`src/rtl/regfile_wb_arbiter.sv`:
```
// Round-robin arbiter sharing the single reg_file write port between the ALU
// pipeline (req0) and the multi-cycle unit (req1); writes to r0 are discarded.
module regfile_wb_arbiter #(
  parameter int NUM_REGS = 32,
  parameter int SIZE     = 32,
  parameter int AW       = $clog2(NUM_REGS)
) (
  input  logic            clk,
  input  logic            rst,
  input  logic            stall,
  input  logic            req0_valid,
  input  logic [AW-1:0]   req0_addr,
  input  logic [SIZE-1:0] req0_data,
  output logic            req0_ready,
  input  logic            req1_valid,
  input  logic [AW-1:0]   req1_addr,
  input  logic [SIZE-1:0] req1_data,
  output logic            req1_ready,
  output logic            wr_en,
  output logic [AW-1:0]   wr_addr,
  output logic [SIZE-1:0] wr_data,
  output logic [7:0]      drop_cnt,
  output logic            dbg_pri
);

  // Handshake: a request transfers in a cycle where reqN_valid && reqN_ready.
  // ready is combinational from both valids, rst, stall and pri; a requester
  // must hold valid/addr/data stable until it sees ready.

  logic            pri;
  logic            grant0;
  logic            grant1;
  logic            grant;
  logic [AW-1:0]   g_addr;
  logic [SIZE-1:0] g_data;
  logic            g_zero;

  always_comb begin
    grant0 = 1'b0;
    grant1 = 1'b0;
    if (!rst && !stall) begin
      grant0 = req0_valid && (!req1_valid || (pri == 1'b0));
      grant1 = req1_valid && (!req0_valid || (pri == 1'b1));
    end
    grant  = grant0 || grant1;
    g_addr = grant1 ? req1_addr : req0_addr;
    g_data = grant1 ? req1_data : req0_data;
    g_zero = (g_addr == '0);
  end

  assign req0_ready = grant0;
  assign req1_ready = grant1;
  assign dbg_pri    = pri;

  always_ff @(posedge clk) begin
    if (rst) begin
      pri      <= 1'b0;
      wr_en    <= 1'b0;
      wr_addr  <= '0;
      wr_data  <= '0;
      drop_cnt <= 8'd0;
    end else begin
      wr_en <= grant && !g_zero;
      if (grant) begin
        // Priority passes to the requester that just lost (or was idle).
        pri     <= grant0;
        wr_addr <= g_addr;
        wr_data <= g_data;
        if (g_zero && (drop_cnt != 8'hFF))
          drop_cnt <= drop_cnt + 8'd1;
      end
    end
  end

endmodule

```
`config.mk`:
```
export PLATFORM = sky130hd
export DESIGN_NAME = regfile_wb_arbiter
export DESIGN_NICKNAME = d
export VERILOG_FILES = /design/src/rtl/regfile_wb_arbiter.sv
export SDC_FILE = /design/constraint.sdc
export NUM_CORES = 1
export LEC_CHECK = 0
export ABC_CLOCK_PERIOD_IN_PS = 5020
export BUFFER_PORTS_ARGS = -buffer_cell sky130_fd_sc_hd__buf_4
export CORE_ASPECT_RATIO = 2
export CORE_MARGIN = 2
export CORE_UTILIZATION = 46
export DETAILED_ROUTE_END_ITERATION = 10
export PLACE_DENSITY = 0.9
export RECOVER_POWER = 25
export SKIP_CTS_REPAIR_TIMING = 1
export SYNTH_ARGS = -nofsm -noshare
export SYNTH_HDL_FRONTEND = slang
export SYNTH_SLANG_ARGS = --single-unit
```
`constraint.sdc`:
```
create_clock -name clk -period 5.02 [get_ports clk]
set_input_delay 1.255 -clock clk [delete_from_list [all_inputs] [get_ports clk]]
set_output_delay 1.255 -clock clk [all_outputs]
set_load 0.01 [all_outputs]
```
==> results.cfg, run 1 <==
[global_route]
grt_overflow = 0
maximum_number_of_pins_on_one_net_before_global_route_repair = 56
grt_first_pass_wirelength_um = 9418
vias_in_the_first_global_route = 2163
grt.total_usage = 0.2354
number_of_antenna_violations_at_the_first_check_in_global_routing = 0

[critical_path]
crit_arrival_ns = 2.47
critical_path_required_ns = 3.76
critical-path-top-cell-by-count = sky130_fd_sc_hd__buf_4
worst-setup-path-type = input pin to output port
crit_path_cell_chain = buf_4, nor2_4, nand3_4, inv_2, buf_4
path_max_fanout = 40
critical_path_sink_type = output port
worst_path_largest_cell_delay_ns = 0.56
timing.critical_path.from_type = input pin
critical_path.slowest_cell = sky130_fd_sc_hd__nand3_4

[synthesis]
synth-seq-cells = 47
post_synth.cell_area_avg_um2 = 9.370
yosys.cell_types.count = 26
synth_fp_nets = 307
mappedNetlistArea_mm2 = 0.002127
synth-seq-area-share = 0.4424
synth.yosys.warnings = 0
postSynthCellCount = 227

[clock_network]
cts_root_buffer = sky130_fd_sc_hd__clkbuf_8
bufs_on_longest_clock_path = 2
insertion_delay_ns = 0.30
ctsHtreeMaxLevel = 2
numCtsBuffers = 5
worst_setup_hold_path_clk_slew_ns = 0.08
cts.sinks = 47
tritoncts = built

[placement]
gp_congestion = 0.8272
io_buffers = 127
dpl.hpwl_um = 4413

[routing]
drtIter0Drc = 33
drt.antenna.violating_nets = 0
wire_per_inst_um = 14.53
drt_pass1_iterations = 4
detailroute.via_count = 2149
postRouteWirelength_um = 5798
drt_drc = 0
detail_route.vias_per_cell = 5.386

[timing]
finalClockSkew_ns = 0.008287
setup-tns-final_ns = 0
fin_crit_sh = 0.7411
hold_ws_ns = 0.4633
timing.final.hold_violations = 0
fmax_mhz = 268.8
max-slew-margin-rel = 0.5183
final_max_slew_viol_count = 0
final-setup-viol-count = 0
fin_crit_ns = 3.720
rsz0062_at_grt = no
worst-slew-pin-transition_ns = 0.7225

[cells_and_area]
multi_input_area_mm2 = 0.001104
filler_cell_count = 363
layout-drive-gt1-share = 0.3547
area_added_between_synthesis_and_finish_pct = 46.35
finalCoreUtilization = 0.6902
insertedDiodeCount = 0
sequential_standard_cell_area_um2 = 940.9
finalNetCount = 423

[run_status]
outcome = finished clean

[floorplan]
floorplan.die.height_um = 100.2
top_level_ports = 128
die_w_um = 52.09
initial_cell_density_of_the_core = 0.4716
placementRows = 35
core-area_mm2 = 0.004511
dieArea_mm2 = 0.005217

[pwr]
power_per_cell_area_mw_per_mm2 = 270.4
p_leak_uw = 0.001530
total_power_uw = 841.7
vdd_ir_drop_max_uv = 196.2

[job]
total_of_max_cap_violations = 0

[hold_path]
hold_path.class = flip-flop to flip-flop
power breakdown:
group          leakage, µW  internal [µW]  switching, µW
sequential        0.000386            396           12.6
clock            0.0000612            161            123
combinational      0.00108           79.0           70.6
per-stage QoR:
step                      instances  instance area [µm²]  setup slack (ns)
after detailed placement        391                 3085             1.296
after CTS                       399                 3203             1.289
after global routing            399                 3113             1.204
final                           399                 3113             1.300
after floorplan                 227                 2127             1.567
after global placement          391                 3085             1.352
logic make-up (layout without fill, tap and decap cells):
logic type | after synthesis | in the layout | synth area share
compound gates | 56 | 56 | 0.1429
mux | 38 | 38 | 0.1847
flops | 47 | 47 | 0.4424
buf+inv | 22 | 139 | 0.04411
fa+ha+maj | 1 | 1 | 0.005881
simple gates | 63 | 63 | 0.1800
worst paths after layout:
check	startpoint	endpoint	slack, ns	cells past startpoint
setup reg to reg	dbg_pri	drop_cnt[3]	2.56	5
hold / removal	wr_data[4]	wr_data[4]	0.46	2
setup / recovery	rst	req1_ready	1.30	5
hold reg to reg	wr_data[4]	wr_data[4]	0.46	2
layout by cell type (no fill, tap or decap), types with 2 or more instances in the layout:
| master | netlist | layout |
|---|---|---|
| sky130_fd_sc_hd__inv_2 | 2 | 2 |
| sky130_fd_sc_hd__or4_1 | 6 | 6 |
| sky130_fd_sc_hd__clkbuf_1 | 11 | 24 |
| sky130_fd_sc_hd__a21oi_1 | 8 | 8 |
| sky130_fd_sc_hd__or4_4 | 2 | 2 |
| sky130_fd_sc_hd__o31ai_1 | 5 | 5 |
| sky130_fd_sc_hd__o21ai_1 | 40 | 39 |
| sky130_fd_sc_hd__nor2_4 | 3 | 3 |
| sky130_fd_sc_hd__clkbuf_8 | 0 | 6 |
| sky130_fd_sc_hd__nand2_1 | 2 | 2 |
| sky130_fd_sc_hd__nand3_1 | 42 | 42 |
| sky130_fd_sc_hd__a31o_1 | 2 | 2 |
| sky130_fd_sc_hd__buf_4 | 0 | 104 |
| sky130_fd_sc_hd__mux2i_1 | 37 | 37 |
| sky130_fd_sc_hd__and3_1 | 3 | 3 |
| sky130_fd_sc_hd__dfxtp_1 | 47 | 47 |
area by class of cell:
| class | instances | share of cell area |
|---|---|---|
| multi-input cells | 158 | 0.3545 |
| flip-flops and latches | 47 | 0.3023 |
| repair buffers | 128 | 0.2797 |
| clock buffers | 6 | 0.02653 |
| well taps | 55 | 0.02211 |
| clock inverters | 2 | 0.01125 |
| inverters | 3 | 0.003617 |
layer usage:
layer,share of wire,wire length (µm),track usage,vias to the layer above
li1,-,-,-,1064
met1,0.39,2246,0.2566,958
met2,0.49,2818,0.3992,118
met3,0.11,623,0.07887,9
met4,0.019,110,0.1053,0
met5,0,0,0,-
state kept, by name, indices dropped and copies added, names as in the netlist:
name and flops:
wr_data 32, drop_cnt 8, wr_addr 5, dbg_pri 1
wr_en 1
critical path, delay by kind of cell:
family	cells	cell delay [ns]
buffers and inverters	3	0.46
AND/OR/NAND/NOR	2	0.72
cell usage after synthesis:
master	number	share of area
sky130_fd_sc_hd__a21oi_1	8	0.019
sky130_fd_sc_hd__a31o_1	2	0.0082
sky130_fd_sc_hd__and3_1	3	0.0088
sky130_fd_sc_hd__buf_1	4	0.0071
sky130_fd_sc_hd__buf_2	3	0.0071
sky130_fd_sc_hd__buf_6	1	0.0053
sky130_fd_sc_hd__clkbuf_1	11	0.019
sky130_fd_sc_hd__dfxtp_1	47	0.44
sky130_fd_sc_hd__ha_1	1	0.0059
sky130_fd_sc_hd__inv_1	1	0.0018
sky130_fd_sc_hd__inv_2	2	0.0035
sky130_fd_sc_hd__mux2i_1	37	0.17
sky130_fd_sc_hd__mux2i_4	1	0.011
sky130_fd_sc_hd__nand2_1	2	0.0035
sky130_fd_sc_hd__nand2b_1	1	0.0029
sky130_fd_sc_hd__nand3_1	42	0.099
sky130_fd_sc_hd__nand3_4	1	0.0082
sky130_fd_sc_hd__nor2_4	3	0.016
sky130_fd_sc_hd__nor2b_1	1	0.0029
sky130_fd_sc_hd__o21ai_1	40	0.094
sky130_fd_sc_hd__o311ai_1	1	0.0041
sky130_fd_sc_hd__o31ai_1	5	0.018
sky130_fd_sc_hd__or3_1	1	0.0029
sky130_fd_sc_hd__or3b_1	1	0.0041
sky130_fd_sc_hd__or4_1	6	0.021
sky130_fd_sc_hd__or4_4	2	0.011
Note: power is estimated with default switching activity, not from simulation.
==> inputs of run 2 (changes only) <==
--- a/config.mk
+++ b/config.mk
@@ -5,13 +5,14 @@
 export SDC_FILE = /design/constraint.sdc
 export NUM_CORES = 1
 export LEC_CHECK = 0
-export ABC_CLOCK_PERIOD_IN_PS = 5020
+export ABC_AREA = 1
+export ABC_CLOCK_PERIOD_IN_PS = 3780
 export BUFFER_PORTS_ARGS = -buffer_cell sky130_fd_sc_hd__buf_4
 export CORE_ASPECT_RATIO = 2
 export CORE_MARGIN = 2
-export CORE_UTILIZATION = 46
+export CORE_UTILIZATION = 44
 export DETAILED_ROUTE_END_ITERATION = 10
-export PLACE_DENSITY = 0.9
+export PLACE_DENSITY = 0.86
 export RECOVER_POWER = 25
 export SKIP_CTS_REPAIR_TIMING = 1
 export SYNTH_ARGS = -nofsm -noshare
==> constraint.sdc (replaced) <==
create_clock -name clk -period 3.78 [get_ports clk]
set_input_delay 0.945 -clock clk [delete_from_list [all_inputs] [get_ports clk]]
set_output_delay 0.945 -clock clk [all_outputs]
set_load 0.01 [all_outputs]
==> run 2 against run 1 <==
Effect of this change:
- first-iteration DRC count grew to 3.8 times the previous value
- non-clock buffer count up 2
- total power grew 33%
- synthesized area up 7.6%
- sequential power up 37%
==> results.cfg, run 2 <==
[synthesis]
mappedNetlistArea_mm2 = 0.002288
synth-seq-area-share = 0.4112
synth_fp_nets = 402
synth_async_sr_flop_share = 0
yosys.cell_types.count = 25
synth_edf_count = 0
synth_largest_type_area_fraction = 0.4112
postSynthCellCount = 322
synth_top_cells_by_area = sky130_fd_sc_hd__dfxtp_1 (41%), sky130_fd_sc_hd__nand3_1 (9.0%), sky130_fd_sc_hd__o21ai_0 (8.1%), sky130_fd_sc_hd__nor2_1 (7.1%), sky130_fd_sc_hd__a21oi_1 (6.6%)
commonest_cells_in_the_synthesized_netlist = sky130_fd_sc_hd__dfxtp_1 (47), sky130_fd_sc_hd__nor2_1 (43), sky130_fd_sc_hd__nand3_1 (41)
ys.flop_type = sky130_fd_sc_hd__dfxtp_1
synth_largest_area_cell = sky130_fd_sc_hd__dfxtp_1
synth.yosys.warnings = 0
synth-seq-cells = 47
post_synth.cell_area_avg_um2 = 7.107
yosys.cell_count.top_type = sky130_fd_sc_hd__dfxtp_1

[pwr]
vdd_ir_drop_max_uv = 304.6
power_per_cell_area_mw_per_mm2 = 344.9
p_leak_uw = 0.001517

[cells_and_area]
filler_cell_count = 499
multi_input_area_mm2 = 0.001126
sequential_standard_cell_area_um2 = 940.9
largest_reg_flops = 32
finalNetCount = 520
finalCoreUtilization = 0.6386
layout_common_cells = sky130_fd_sc_hd__buf_4 (106), sky130_fd_sc_hd__dfxtp_1 (47), sky130_fd_sc_hd__nor2_1 (43)
top_regs = wr_data: 32 flops, drop_cnt: 8 flops, wr_addr: 5 flops
stdcell_area_mm2 = 0.003252
most_common_cell_after_layout_fill_and_taps_aside = sky130_fd_sc_hd__buf_4
insertedDiodeCount = 0
finish.cell_count_without_fillers = 499
top_register = wr_data
area_added_between_synthesis_and_finish_pct = 42.10
layout-drive-gt1-share = 0.2993

[critical_path]
critical_path.slowest_cell = sky130_fd_sc_hd__nand3_4
path_max_fanout = 34
critical_path_sink_type = output port
worstReg2RegStart = dbg_pri
critical_path_required_ns = 2.83
critical-path-top-cell-by-count = sky130_fd_sc_hd__buf_4
timing.critical_path.from_type = input pin
reg2reg_depth = 10
cp_top_family = simple AND/OR/NAND/NOR gates
crit_path_cell_chain = buf_4, nor2_4, nand3_4, inv_2, buf_4
critPathBufInv = 3
worst-setup-path-type = input pin to output port
critPathLaunch = stall
cp-endpoint = req1_ready
timing.rr.end = drop_cnt[4]
crit_arrival_ns = 1.92
reg2reg_setup_slack_ns = 1.64
worst_path_largest_cell_delay_ns = 0.37
crit_cells = 5

[timing]
timing.final.hold_violations = 0
max-slew-margin-rel = 0.4729
rsz0062_at_grt = no
fmax_mhz = 348.8
finalClockSkew_ns = 0.002867
setup-tns-final_ns = 0
final-setup-viol-count = 0
worst-slew-pin-transition_ns = 0.7896
hold_ws_ns = 0.4871
final_max_slew_viol_count = 0
fin_crit_sh = 0.7584
fin_crit_ns = 2.867

[floorplan]
initial_cell_density_of_the_core = 0.4494
top_level_ports = 128
dieArea_mm2 = 0.005829
floorplan.die.height_um = 106.0
placementRows = 37
core-area_mm2 = 0.005092
die_w_um = 55.00

[global_route]
vias_in_the_first_global_route = 2499
grt_overflow = 0
grt_first_pass_wirelength_um = 10970
grt.total_usage = 0.2513
number_of_antenna_violations_at_the_first_check_in_global_routing = 0
maximum_number_of_pins_on_one_net_before_global_route_repair = 46

[placement]
dpl.hpwl_um = 5058
io_buffers = 127
placedCellCount = 491
gp_congestion = 0.8207
place_area_mm2 = 0.003247

[clock_network]
cts_root_buffer = sky130_fd_sc_hd__clkbuf_8
insertion_delay_ns = 0.31
cts.sinks = 47
worst_setup_hold_path_clk_slew_ns = 0.08
bufs_on_longest_clock_path = 2
ctsHtreeMaxLevel = 2
tritoncts = built
numCtsBuffers = 5

[routing]
drtIter0Drc = 124
drt_drc = 0
postRouteWirelength_um = 7090
detailroute.via_count = 2679
drt.antenna.violating_nets = 0
detail_route.vias_per_cell = 5.369
wire_per_inst_um = 14.21
drt_pass1_iterations = 4

[job]
total_of_max_cap_violations = 0

[run_status]
outcome = finished clean

[hold_path]
hold_path.class = flip-flop to flip-flop
run 2: cell count changes in the layout (fill, tap and decap cells not counted), moves of 3 or more:
cell / change
sky130_fd_sc_hd__mux2i_1: -36
sky130_fd_sc_hd__a21oi_1: +22
sky130_fd_sc_hd__inv_1: +30
sky130_fd_sc_hd__or4_1: -6
sky130_fd_sc_hd__o21ai_1: -39
sky130_fd_sc_hd__o31ai_1: -4
sky130_fd_sc_hd__nor2_1: +43
sky130_fd_sc_hd__nand2_1: +31
sky130_fd_sc_hd__nand4_1: +17
sky130_fd_sc_hd__o21ai_0: +37
sky130_fd_sc_hd__nand2_2: +4
sky130_fd_sc_hd__and3_1: -3
sky130_fd_sc_hd__nand2_4: +3
run 2: per-layer routing:
layer,vias to the layer above,part of all wire,wire [µm],track usage
li1,1305,-,-,-
met1,1208,0.34,2441,0.2560
met2,145,0.55,3869,0.4439
met3,21,0.081,572,0.05618
met4,0,0.029,206,0.1289
met5,-,0,0,0
run 2: area by class of cell:
class / count / share of cell area
Sequential cell: 47 / 0.2893
Clock buffer: 7 / 0.02655
Inverter: 35 / 0.04040
Clock inverter: 1 / 0.002693
Timing Repair Buffer: 130 / 0.2724
Multi-Input combinational cell: 221 / 0.3463
Tap cell: 58 / 0.02232
run 2: how the worst min path moves through the flow:
stage	from	endpoint	depth (start not counted)
floorplan	wr_addr[1]	wr_addr[1]	2
global placement	wr_data[19]	wr_data[19]	2
detailed placement	wr_data[25]	wr_data[25]	2
CTS	wr_addr[4]	wr_addr[4]	2
global route	wr_data[10]	wr_data[10]	2
finish	wr_data[25]	wr_data[25]	2
run 2: cell families after synthesis:
group,share of synthesized area
adders and majority gates,0.005467
buffers and inverters,0.09677
and+or+nand+nor,0.3220
AOI/OAI and AO/OA,0.1564
xor gates and xnor gates,0.003828
muxes,0.004374
DFF,0.4112
run 2: power breakdown:
part | total (µW) | switching [µW] | internal, µW | leakage (µW)
Sequential | 559 | 21.8 | 538 | 0.000387
Clock | 324 | 174 | 150 | 0.0000484
Combinational | 238 | 125 | 113 | 0.00108
Total | 1120 | 321 | 801 | 0.00152
run 2: stage by stage:
step / setup WS (ns) / total power (µW)
after floorplan: 1.250 / 676.7
after global placement: 0.9609 / 823.6
after detailed placement: 0.9144 / 829.4
after CTS: 0.9091 / 1155
after global routing: 0.8394 / 1184
final: 0.9134 / 1121
run 2: worst register-to-register path, delay by kind of cell (launching register included):
kind                   cells  cell delay [ns]
buffers and inverters      3             0.44
and+or+nand+nor            7             1.28
DFF                        1             0.37
==> inputs of run 3 (changes only) <==
--- a/config.mk
+++ b/config.mk
@@ -6,7 +6,7 @@
 export NUM_CORES = 1
 export LEC_CHECK = 0
 export ABC_AREA = 1
-export ABC_CLOCK_PERIOD_IN_PS = 3780
+export ABC_CLOCK_PERIOD_IN_PS = 2700
 export BUFFER_PORTS_ARGS = -buffer_cell sky130_fd_sc_hd__buf_4
 export CORE_ASPECT_RATIO = 2
 export CORE_MARGIN = 2
==> constraint.sdc (replaced) <==
create_clock -name clk -period 2.7 [get_ports clk]
set_input_delay 0.675 -clock clk [delete_from_list [all_inputs] [get_ports clk]]
set_output_delay 0.675 -clock clk [all_outputs]
set_load 0.01 [all_outputs]
==> run 3 against run 2 <==
Effect of this change:
- clock-buffer cell count unchanged
- die area did not move
- sequential cell count did not move
- register-to-register slack got worse by 0.98 ns
- combinational power grew 42%
- global-route usage grew 0.42 points
- via count is 1.8% lower
- largest cell class unchanged
- largest power group unchanged
==> results.cfg, run 3 (same netlist as run 2, synthesis figures left out) <==
[timing]
worst-slew-pin-transition_ns = 0.7114
finalClockSkew_ns = 0.003208
final_max_slew_viol_count = 0
hold_ws_ns = 0.4864
fmax_mhz = 454.6
fin_crit_ns = 2.200
fin_crit_sh = 0.8146
final-setup-viol-count = 0
setup-tns-final_ns = 0
timing.final.hold_violations = 0
max-slew-margin-rel = 0.5250
rsz0062_at_grt = no

[global_route]
grt_overflow = 0
maximum_number_of_pins_on_one_net_before_global_route_repair = 46
grt_first_pass_wirelength_um = 11240
vias_in_the_first_global_route = 2483
grt.total_usage = 0.2555
grt_use_met1 = 0.2848
grt_util_met2 = 0.4337
grt_use_met3 = 0.05056
grt-busiest-layer = met2
number_of_antenna_violations_at_the_first_check_in_global_routing = 0

[critical_path]
path_max_fanout = 16
crit_arrival_ns = 1.52
timing.critical_path.from_type = input pin
critical_path_sink_type = output port
worst-setup-path-type = input pin to output port
critical_path_required_ns = 2.03

[placement]
dpl.hpwl_um = 5313
placedCellCount = 493
gp_congestion = 0.8576
io_buffers = 127

[clock_network]
worst_setup_hold_path_clk_slew_ns = 0.08
cts.sinks = 47
tritoncts = built
numCtsBuffers = 5
insertion_delay_ns = 0.29
ctsHtreeMaxLevel = 2
bufs_on_longest_clock_path = 2
cts_root_buffer = sky130_fd_sc_hd__clkbuf_8

[cells_and_area]
layout-drive-gt1-share = 0.3002
largest_reg_flops = 32
layout_common_cells = sky130_fd_sc_hd__buf_4 (108), sky130_fd_sc_hd__dfxtp_1 (47), sky130_fd_sc_hd__nor2_1 (43)
top_register = wr_data
finish.cell_count_without_fillers = 501
finalCoreUtilization = 0.6388
insertedDiodeCount = 0
area_added_between_synthesis_and_finish_pct = 42.15
most_common_cell_after_layout_fill_and_taps_aside = sky130_fd_sc_hd__buf_4
finalNetCount = 522
top_regs = wr_data: 32 flops, drop_cnt: 8 flops, wr_addr: 5 flops

[pwr]
power_per_cell_area_mw_per_mm2 = 468.2
vdd_ir_drop_max_uv = 402.2
p_leak_uw = 0.001520
total_power_uw = 1523

[floorplan]
top_level_ports = 128
core-area_mm2 = 0.005092
placementRows = 37
dieArea_mm2 = 0.005829
floorplan.die.height_um = 106.0
initial_cell_density_of_the_core = 0.4494
die_w_um = 55.00

[routing]
drt_pass1_iterations = 4
drtIter0Drc = 68
wire_per_inst_um = 14.07
postRouteWirelength_um = 7048
drt_drc = 0
detailroute.via_count = 2630
drt.antenna.violating_nets = 0
detail_route.vias_per_cell = 5.250

[job]
total_of_max_cap_violations = 0

[run_status]
outcome = finished clean

[hold_path]
hold_path.class = flip-flop to flip-flop
-- run 3: report_power, final --
group	leakage [µW]	internal, µW	switching, µW
combinational	0.00109	160	176
clock	0.0000422	182	222
sequential	0.000387	753	30.2
-- run 3: critical path, stage by stage --
cell                      delay, ns
sky130_fd_sc_hd__buf_4         0.12
sky130_fd_sc_hd__nor2_4        0.18
sky130_fd_sc_hd__nand3_4       0.11
sky130_fd_sc_hd__inv_2         0.25
sky130_fd_sc_hd__buf_4         0.18
-- run 3: worst paths after layout --
check                            startpoint     endpoint  slack [ns]  cells past startpoint
worst min register to register  wr_data[16]  wr_data[16]        0.49                      2
worst min-delay path            wr_data[16]  wr_data[16]        0.49                      2
worst max register to register      dbg_pri  drop_cnt[6]        0.66                     11
worst max-delay path                  stall   req1_ready        0.50                      5
-- run 3: per-stage QoR --
stage	setup slack, ns	area, µm²
5_1_grt	0.4186	3253
6_report	0.5004	3253
3_3_place_gp	0.3762	3262
3_5_place_dp	0.3196	3262
4_1_cts	0.4944	3343
2_1_floorplan	0.7097	2288
-- run 3: area by class of cell --
cell class | instances | area (µm²)
sequential | 47 | 940.9
clock inverter | 1 | 5.005
clock buffer | 7 | 76.32
fill | 474 | 1839
tap | 58 | 72.57
timing repair buffer | 132 | 900.9
inverter | 35 | 131.4
multi-input combinational | 221 | 1126
-- run 3: layer usage --
layer / part of all wire / routed length [µm]
met1: 0.37 / 2626
met3: 0.053 / 373
met2: 0.54 / 3829
met4: 0.031 / 218
met5: 0 / 0
